===== src/rtl/keycode_rx.sv =====
// keycode_rx: receive side of the keypad encoder interface.
//
// Detects key presses (strobe rising edge, or a code change while held) and checks
// that each code is in 0..19. It queues valid presses in a DEPTH-entry FIFO and
// presents the head over a valid/ready handshake, both as binary and as a one-hot.
//
// Optional feature: define KEY_REPEAT_EN to enable auto-repeat of a held key. The
// first repeat comes after REPEAT_DELAY cycles, then one every REPEAT_RATE cycles.
//
// Ports:
//   clk_i         clock, all logic on posedge
//   rst_i         synchronous active-high reset
//   code_i        key code from encoder, meaningful only while strobe_i=1
//   strobe_i      key-present level strobe
//   key_valid_o   FIFO head valid
//   key_ready_i   consumer accepts head when key_valid_o & key_ready_i
//   key_code_o    head entry, binary 0..19 (0 when empty)
//   key_onehot_o  head entry decoded, 1 << key_code_o (0 when empty)
//   count_o       entries held, 0..DEPTH
//   overflow_o    1-cycle pulse: valid press dropped because FIFO full
//   bad_code_o    1-cycle pulse: press with code >= 20 discarded
module keycode_rx #(
    parameter int unsigned DEPTH        = 4,
    parameter int unsigned REPEAT_DELAY = 1000,
    parameter int unsigned REPEAT_RATE  = 250
) (
    input  logic                     clk_i,
    input  logic                     rst_i,
    input  logic [4:0]               code_i,
    input  logic                     strobe_i,
    output logic                     key_valid_o,
    input  logic                     key_ready_i,
    output logic [4:0]               key_code_o,
    output logic [19:0]              key_onehot_o,
    output logic [$clog2(DEPTH):0]   count_o,
    output logic                     overflow_o,
    output logic                     bad_code_o
);

    localparam int unsigned PtrW    = $clog2(DEPTH);
    localparam int unsigned CntW    = $clog2(DEPTH) + 1;
    localparam logic [4:0]  MaxCode = 5'd19;

    // Elaboration-time parameter sanity checks.
    if (DEPTH < 2 || (DEPTH & (DEPTH - 1)) != 0) begin : g_bad_depth
        $error("keycode_rx: DEPTH must be a power of 2 and >= 2");
    end
    if (REPEAT_DELAY < 1 || REPEAT_RATE < 1) begin : g_bad_repeat
        $error("keycode_rx: REPEAT_DELAY and REPEAT_RATE must be >= 1");
    end

`ifdef KEY_REPEAT_EN
    typedef enum logic [1:0] {StIdle, StPressed, StRepeating} state_e;
    localparam int unsigned RptMax = (REPEAT_DELAY > REPEAT_RATE) ? REPEAT_DELAY : REPEAT_RATE;
    localparam int unsigned RptW   = $clog2(RptMax + 1);
    localparam logic [RptW-1:0] DelayEnd = RptW'(REPEAT_DELAY - 1);
    localparam logic [RptW-1:0] RateEnd  = RptW'(REPEAT_RATE - 1);
    logic [RptW-1:0] rpt_cnt_q;
`else
    typedef enum logic {StIdle, StPressed} state_e;
`endif

    state_e     state_q;
    logic       strobe_q;
    logic [4:0] last_code_q;
    logic       bad_code_q;

    logic       code_ok;
    logic       key_event;
    logic       rpt_push;
    logic       push_req;
    logic [4:0] push_code;

    assign code_ok = (code_i <= MaxCode);

    // state_q != StIdle always coincides with strobe_q=1; both gate the change detector.
    assign key_event = strobe_i &
                       (~strobe_q | ((state_q != StIdle) & (code_i != last_code_q)));

`ifdef KEY_REPEAT_EN
    // A repeat needs the same key still held; a code change in this cycle takes priority.
    assign rpt_push = strobe_i & ~key_event & (last_code_q <= MaxCode) &
                      (((state_q == StPressed) & (rpt_cnt_q == DelayEnd)) |
                       ((state_q == StRepeating) & (rpt_cnt_q == RateEnd)));
`else
    assign rpt_push = 1'b0;
`endif

    assign push_req  = (key_event & code_ok) | rpt_push;
    assign push_code = key_event ? code_i : last_code_q;

    // Press detection FSM and repeat timer.
    always_ff @(posedge clk_i) begin
        if (rst_i) begin
            state_q     <= StIdle;
            strobe_q    <= 1'b0;
            last_code_q <= 5'd0;
            bad_code_q  <= 1'b0;
`ifdef KEY_REPEAT_EN
            rpt_cnt_q   <= '0;
`endif
        end else begin
            strobe_q   <= strobe_i;
            bad_code_q <= key_event & ~code_ok;
            if (key_event) begin
                last_code_q <= code_i;
            end
            if (!strobe_i) begin
                state_q <= StIdle;
`ifdef KEY_REPEAT_EN
                rpt_cnt_q <= '0;
`endif
            end else if (key_event) begin
                state_q <= StPressed;
`ifdef KEY_REPEAT_EN
                rpt_cnt_q <= '0;
            end else if (state_q == StPressed) begin
                if (rpt_cnt_q == DelayEnd) begin
                    state_q   <= StRepeating;
                    rpt_cnt_q <= '0;
                end else begin
                    rpt_cnt_q <= rpt_cnt_q + RptW'(1);
                end
            end else if (state_q == StRepeating) begin
                if (rpt_cnt_q == RateEnd) begin
                    rpt_cnt_q <= '0;
                end else begin
                    rpt_cnt_q <= rpt_cnt_q + RptW'(1);
                end
`endif
            end
        end
    end

    // FIFO
    logic [4:0]      mem_q [DEPTH];
    logic [PtrW-1:0] wr_ptr_q;
    logic [PtrW-1:0] rd_ptr_q;
    logic [CntW-1:0] count_q;
    logic [CntW-1:0] count_d;
    logic            overflow_q;
    logic            full;
    logic            pop;
    logic            push_ok;

    assign full    = (count_q == CntW'(DEPTH));
    assign pop     = (count_q != '0) & key_ready_i;
    // While full, a same-cycle pop frees the slot being written.
    assign push_ok = push_req & (~full | pop);

    always_comb begin
        count_d = count_q;
        unique case ({push_ok, pop})
            2'b10:   count_d = count_q + CntW'(1);
            2'b01:   count_d = count_q - CntW'(1);
            default: count_d = count_q;
        endcase
    end

    always_ff @(posedge clk_i) begin
        if (rst_i) begin
            wr_ptr_q   <= '0;
            rd_ptr_q   <= '0;
            count_q    <= '0;
            overflow_q <= 1'b0;
            for (int i = 0; i < int'(DEPTH); i++) begin
                mem_q[i] <= 5'd0;
            end
        end else begin
            count_q    <= count_d;
            overflow_q <= push_req & full & ~pop;
            if (push_ok) begin
                mem_q[wr_ptr_q] <= push_code;
                wr_ptr_q        <= wr_ptr_q + PtrW'(1);
            end
            if (pop) begin
                rd_ptr_q <= rd_ptr_q + PtrW'(1);
            end
        end
    end

    assign key_valid_o  = (count_q != '0);
    assign key_code_o   = key_valid_o ? mem_q[rd_ptr_q] : 5'd0;
    assign key_onehot_o = key_valid_o ? (20'd1 << key_code_o) : 20'd0;
    assign count_o      = count_q;
    assign overflow_o   = overflow_q;
    assign bad_code_o   = bad_code_q;

endmodule


===== config.mk =====
export PLATFORM = sky130hd
export DESIGN_NAME = keycode_rx
export DESIGN_NICKNAME = d
export VERILOG_FILES = /design/src/rtl/keycode_rx.sv
export SDC_FILE = /design/constraint.sdc
export NUM_CORES = 1
export LEC_CHECK = 0
export CORE_MARGIN = 2
export CORE_UTILIZATION = 51
export DETAILED_ROUTE_END_ITERATION = 10
export GPL_TIMING_DRIVEN = 0
export PLACE_DENSITY = 0.79
export SLEW_MARGIN = 20
export SYNTH_ARGS = -nofsm -noshare
export SYNTH_HDL_FRONTEND = slang
export SYNTH_SLANG_ARGS = --single-unit

===== constraint.sdc =====
create_clock -name clk_i -period 3.7 [get_ports clk_i]
set_clock_uncertainty 0.1 [all_clocks]
set_input_delay 0.555 -clock clk_i [delete_from_list [all_inputs] [get_ports clk_i]]
set_output_delay 0.555 -clock clk_i [all_outputs]
set_load 0.05 [all_outputs]

# Word-level counts from Yosys, hierarchy flattened
# Memory sizes are Yosys's and may differ from the RTL's. A register that Yosys moved wholly into a read port is not among the register bits.
# Cells that the tools add are included.
# classes
magnitude_cmp	1
eq_ne	4
n_mux	14
shift	1
add_sub_neg	4
bitwise	15
n_reduce_logical	4
# ops
op	n
20-bit two-way mux	1
1-bit by 5-bit left shift with 20-bit output, first input constant	1
5-bit two-way mux	3
1-bit bitwise AND	8
1-bit two-way mux	6
2-bit two-way mux	3
3-bit case mux with 2 select lines	1
5-bit <= comparator, second input constant	1
5-bit inequality test	1
1-bit NOT	5
5-bit OR reduction	1
2-bit by 1-bit adder with 2-bit output, second input constant	2
3-bit by 1-bit adder with 3-bit output, second input constant	1
3-bit equality test, second input constant	1
3-bit nonzero test	1
3-bit by 1-bit subtractor with 3-bit output, second input constant	1
2-bit by 1-bit equality test with 1-bit output, second input constant	1
2-bit equality test, second input constant	1
1-bit bitwise OR	2
2-bit nonzero test	1
2-bit OR reduction	1
# word_totals
ram_bits	20
output_inout_bits	31
memories	1
ff_bits	16
# memory_table
memory	words	width	read_ports	rd_ports_with_merged_regs	write_ports	line_no	source
mem_q	4	5	1	1	4	136	logic [4:0] mem_q [DEPTH];

# Logic depth before layout (Yosys ltp)
# depth
depth_word	11
depth_mapped	12
ltp_nobuf	10

# Worst setup path before layout
# No wires, ideal clock.
# synth_path
path_type	flip-flop to output port
start	reg with a tool-made name
end	out key_onehot_o[0]
path_stages_with_launch	7
arrival_ns	2.662
path_slack_ns	0.383
n_path_buf	2
cell_sequence	dfxtp_1 > buf_6 > mux4_2 > or2_1 > buf_6 > or3_4 > nor3_1
# synth_rtl
item	line_no	source
end, declared	34	output logic [19:0] key_onehot_o,

==> flow_metrics.py <==
metrics = {
    "critical_path": {
        "critical-path-max-stage-delay_ns": 0.82,
        "cp_slowest_cell": "clkdlybuf4s50_1",
        "arrival_ns": 2.93,
        "crit_top_cell": "buf_6",
        "crit_path_end_kind": "output pin",
        "start_kind": "flop",
        "path_cells": "buf_6 -> mux4_2 -> or2_1 -> buf_6 -> or3_4 -> nor3b_2 -> clkdlybuf4s50_1",
        "crit_required_ns": 3.04,
        "crit_fanout": 6,
        "cp_num_buf_inv": 3,
        "path_class": "reg -> out",
        "crit_family": "buffers and inverters",
        "timing.rr.start": "count_o[0]",
    },
    "timing": {
        "timing.hold.ws_ns": 0.371,
        "hold_viol_final": 0,
        "setup_viol": 0,
        "worst_slew_pin_slew_ns": 0.855,
        "fmax_ghz": 0.279,
        "fin_ws_ns": 0.112,
        "fin_crit_ns": 3.59,
        "fin_crit_sh_pct": 97.0,
        "max_slew_margin_pct": 42.5,
        "maxSlewViolCount": 0,
        "finalSetupTns_ns": 0,
        "rsz0062_at_grt": "no",
    },
    "worst_hold_path": {
        "hp-class": "reg -> reg",
        "hp-start": "last_code_q[0]",
    },
    "pwr": {
        "p_switching_w": 0.000601,
        "sw_frac_of_total_pct": 40.3,
        "power_frac_clock_pct": 19.3,
        "pwr-share-seq_pct": 34.8,
        "powerDensity_nw_per_um2": 605,
        "p_total_w": 0.00149,
        "p_int_w": 0.000890,
        "power_frac_comb_pct": 45.9,
        "p_leak_nw": 0.928,
        "ir_drop_v": 0.000318,
    },
    "synthesis": {
        "synth_top_area_share_pct": 31.1,
        "synth-main-ff-cell": "edfxtp_1",
        "synth-edff-count": 20,
        "synth_area_leader_cell": "edfxtp_1",
        "netlist_top_cells_count": "nor2_1, edfxtp_1, dfxtp_1",
        "synthesis.nets": 200,
        "ys_ff_latch": 38,
        "synth_cells": 189,
        "netlist_area_um2": 1930,
        "synth.distinct_cells": 39,
        "ys_seq_area_share_pct": 49.8,
        "async_reset_ff_share_pct": 0,
        "ys_warn_count": 0,
        "synth.most_common_cell": "nor2_1",
        "yosys-top-cells-area": "edfxtp_1, dfxtp_1, nor2_1",
        "synth_area_per_cell_um2": 10.2,
    },
    "placement": {
        "gp_congestion": 0.889,
        "place_ws_ns": -0.0539,
        "dpl.hpwl_mm": 2.99,
        "dp_cells": 275,
        "portBuffers": 38,
    },
    "clock_tree": {
        "clk_pin_slew_ns": 0.07,
        "cts_tree": "yes",
        "h-tree-depth": 2,
        "cts_sinks": 38,
        "cts_root_buf": "clkbuf_8",
        "clock_latency_ns": 0.29,
        "cts_max_path_buffers": 2,
        "cts_buffers": 5,
        "holdBufCountCts": 0,
    },
    "cells_and_area": {
        "syn_to_final_growth_pct": 27.8,
        "fin_cells": 282,
        "drive_gt1_share_pct": 8.12,
        "diodes": 0,
        "final_nets": 245,
    },
    "floorplanning": {
        "die_w_um": 65.5,
        "rows": 22,
        "die_h_um": 65.5,
        "io_pins": 40,
        "start_util_pct": 52.7,
        "dieArea_um2": 4290,
        "core_um2": 3660,
    },
    "global_route": {
        "grt_pass1_vias": 1369,
        "grt_util_met3_pct": 4.45,
        "overflow": 0,
        "grtUsageMet2_pct": 34.3,
        "grt_first_pass_wirelength_mm": 6.53,
        "grt_usage_pct": 20.4,
        "grt_use_met1_pct": 24.9,
        "grt_max_degree": 12,
        "gr-max-usage-layer": "met2",
        "antenna_found_initial": 0,
    },
    "drt": {
        "drtPass1Iterations": 4,
        "drt_iter0_drc": 46,
        "wl_per_cell_um": 13.7,
        "finalWirelength_mm": 3.87,
        "vias_per_cell": 5.24,
        "route.vias.total": 1479,
        "drc": 0,
        "drtAntennaViolNets": 0,
    },
    "status": {
        "status": "complete, no violations",
    },
    "run": {
        "drv_cap": 0,
    },
}
per-layer routing:
metal | vias to the layer above | wire length (um) | part of all wire, %
li1 | 759 | - | -
met5 | - | 0 | 0
met1 | 668 | 1710 | 44
met2 | 47 | 1920 | 50
met4 | 0 | 40 | 1.0
met3 | 5 | 196 | 5.1
tightest hold or removal path: cells and delay by family, from the launching register on:
family	cells	cell delay (ns)
DFF	1	0.32
AOI/OAI and AO/OA	1	0.05
and+or+nand+nor	1	0.05
stage by stage:
step / utilization (%) / area [um^2]
2_1_floorplan: - / 1930
3_5_place_dp: 64.7 / 2370
6_report: 67.3 / 2460
4_1_cts: 67.1 / 2450
3_3_place_gp: 64.7 / 2370
5_1_grt: 67.3 / 2460
power by group through the flow:
| stage | Clock (W) | Combinational, W | Sequential, W |
|---|---|---|---|
| after CTS | 0.000292 | 0.000690 | 0.000519 |
| after global placement | 0 | 0.000678 | 0.000527 |
| after global routing | 0.000311 | 0.000749 | 0.000525 |
| after detailed placement | 0 | 0.000688 | 0.000528 |
| final | 0.000288 | 0.000684 | 0.000519 |
| after floorplan | 0 | 0.000466 | 0.000566 |
final timing paths:
| check | depth (start not counted) | slack, ns | end |
|---|---|---|---|
| setup / recovery | 7 | 0.11 | key_onehot_o[8] |
| hold reg to reg | 2 | 0.37 | last_code_q[0] |
| hold / removal | 2 | 0.37 | last_code_q[0] |
| setup reg to reg | 11 | 0.55 | count_o[2] |
kinds of logic after synthesis:
family | after synthesis | synth area share, %
compound gates | 17 | 4.93
flops | 38 | 49.8
buf+inv | 21 | 4.93
fa+ha+maj | 2 | 1.69
xor+xnor | 9 | 4.09
simple gates | 95 | 27.1
mux | 7 | 7.40
sequential cells by signal, summed over array words and instances, names as in the netlist, named ones only:
| name | cells |
|---|---|
| overflow_o | 1 |
| wr_ptr_q | 2 |
| count_o | 3 |
| bad_code_o | 1 |
| strobe_q | 1 |
| last_code_q | 5 |
| mem_q | 20 |
| rd_ptr_q | 2 |
| state_q | 1 |
layout make-up:
class	count	area (um^2)
Buffer	12	61.3
Clock buffer	7	86.3
Fill cell	295	1200
Inverter	9	33.8
Multi-Input combinational cell	130	872
Sequential cell	38	961
Tap cell	48	60.1
Timing Repair Buffer	38	390
cell usage in the layout (no fill, tap or decap), types with 6 or more instances in the layout:
cell type and n:
and2_1 8, clkbuf_8 6, a21oi_1 8, clkdlybuf4s50_1 34, clkbuf_1 9, nand3_1 7, nor4_1 8, inv_1 7
nor3_1 13, nor2_1 24, dfxtp_1 18, edfxtp_1 20, nand2_1 11
repair_timing:
action	CTS	global route
setup buffers	0	0
endpoints found under the setup margin	0	4
endpoints found under the hold margin	0	0
gates resized for setup	0	4
Note: power is estimated with default switching activity, not from simulation.
==> RTL change (config.mk and constraints unchanged) <==
Add a define of `KEY_REPEAT_EN`.
--- a/src/rtl/keycode_rx.sv
+++ b/src/rtl/keycode_rx.sv
@@ -21,2 +21,4 @@
 //   bad_code_o    1-cycle pulse: press with code >= 20 discarded
+`define KEY_REPEAT_EN
+
 module keycode_rx #(
Formal check against the unedited RTL: same outputs for any inputs over 4 cycles, from zero or initial values and one cycle with rst_i high; that may be too few to reach the edited logic, so the function may still have changed.
==> RTL change against the original RTL <==
Non-clock buffer count decreased by 3. Register-to-register slack improved by 90 ps. Sequential cell count increased by 11. Routed wire length increased by 24%. Critical path depth increased by 1. Cell count increased by 33%. Via count increased by 31%. Setup slack improved by 76 ps. Final area increased by 28%. Worst hold slack improved by 43 ps. Synthesized area increased by 33%. Total power increased by 22%. Sequential share of layout area decreased by 1.5 points. Highest routed layer unchanged.
==> RTL change: results (changes against the original RTL) <==
outcome complete, no violations; GPL Wtd Cong 0.8183 (-8.0%); Tot GR Track Use 18.40% (-2.0 points); pre-CTS setup slack 197.5 ps (+251.4 ps); reg2reg setup slack 640 ps (+90 ps); Critical Path AT 2860 ps (-70 ps); Synth Area per Inst 9.813 um2 (-3.8%); adder-cell share of the synthesized area 3.224% (+1.5 points); hold path startpoint wr_ptr_q[0]; Iter 0 DRT Violations 60 (+30%); FF-to-FF End mem_q[2][3]; Worst slew margin 65.62% (+23 points); sequential fraction of the synthesis area 46.12% (-3.7 points); most frequent cells after synthesis nor2_1, dfxtp_1, edfxtp_1; largest net degree at the start of global routing 17 (+5); FF-to-FF Start rpt_cnt_q[0]; worst reg2reg path depth 8 (-3); Post-Synth XOR/XNOR Area 5.129% (+1.0 points); Final #Nets 322 (+31%); Pleak 1.128 nW (+22%); met1 WL 1935 um (+13%); Vias 1939 (+31%); clock slew at reported path FFs 90 ps (+20 ps); routed length on met3 257 um (+31%); ranking of synthesized cells by area edfxtp_1, dfxtp_1, nor2_1; DP Cell Count 367 (+33%); DP HPWL 3726 um (+25%); Min Hold Slack 413.5 ps (+42.82 ps); vias in the first global route 1783 (+30%); predominant post-synthesis flop cell dfxtp_1
==> RTL change: cell count changes in the layout (fill, tap and decap cells not counted), sizes merged, moves of 5 or more <==
cell           change
or2                +5
nand2              +5
clkdlybuf4s50      +5
mux2i              +8
dfxtp             +11
nor4               -7
nor2              +32
inv                +6
==> RTL change: through the flow <==
| stage | util [%] | setup TNS [ps] |
|---|---|---|
| floorplan | - | -400.8 |
| global placement | 63.42 | 0 |
| detailed placement | 63.42 | 0 |
| CTS | 65.83 | 0 |
| global route | 65.83 | 0 |
| finish | 65.83 | 0 |
==> RTL change: worst max-delay path by stage <==
stage	cells past startpoint	slack (ps)	from	end
floorplan	6	-140	count_o[0]	key_onehot_o[1]
global placement	9	220	code_i[4]	count_o[2]
detailed placement	9	200	code_i[0]	count_o[2]
CTS	8	150	flop	key_onehot_o[0]
global route	8	10	flop	key_onehot_o[0]
finish	8	190	flop	key_onehot_o[0]
==> RTL change: layout make-up <==
| type | count | area [um2] |
|---|---|---|
| fill | 398 | 1635 |
| multi-input combinational | 190 | 1289 |
| timing repair buffer | 39 | 390.4 |
| sequential | 49 | 1181 |
| clock inverter | 3 | 46.29 |
| buffer | 8 | 38.79 |
| clock buffer | 5 | 68.82 |
| tap | 67 | 83.83 |
| inverter | 14 | 52.55 |
==> RTL change: logic make-up (layout without fill, tap and decap cells) <==
group | count (synthesis) | count (layout)
xor gates and xnor gates | 15 | 15
DFF | 49 | 49
buffers and inverters | 22 | 69
and+or+nand+nor | 132 | 132
AOI/OAI and AO/OA | 19 | 19
adders and majority gates | 6 | 6
muxes | 18 | 18
==> RTL change: routing by layer <==
metal | vias up | track usage (%)
met5 | - | 0
met4 | 0 | 7.540
met3 | 10 | 4.552
met2 | 53 | 34.21
met1 | 892 | 19.77
li1 | 984 | -
==> RTL change: power by group <==
group	switching, mW	total (mW)	leakage, nW	internal (mW)
clock network	0.177	0.379	0.0543	0.202
registers	0.0379	0.645	0.444	0.607
logic	0.512	0.795	0.630	0.283
==> RTL change: critical path: stages, from the launching register on <==
cell and delay [ps]:
dfxtp_1 310, buf_2 190, mux4_2 530, and2_1 170, clkbuf_1 140, nor2_1 170, nand2_1 110, nor2_1 120
clkdlybuf4s50_1 810
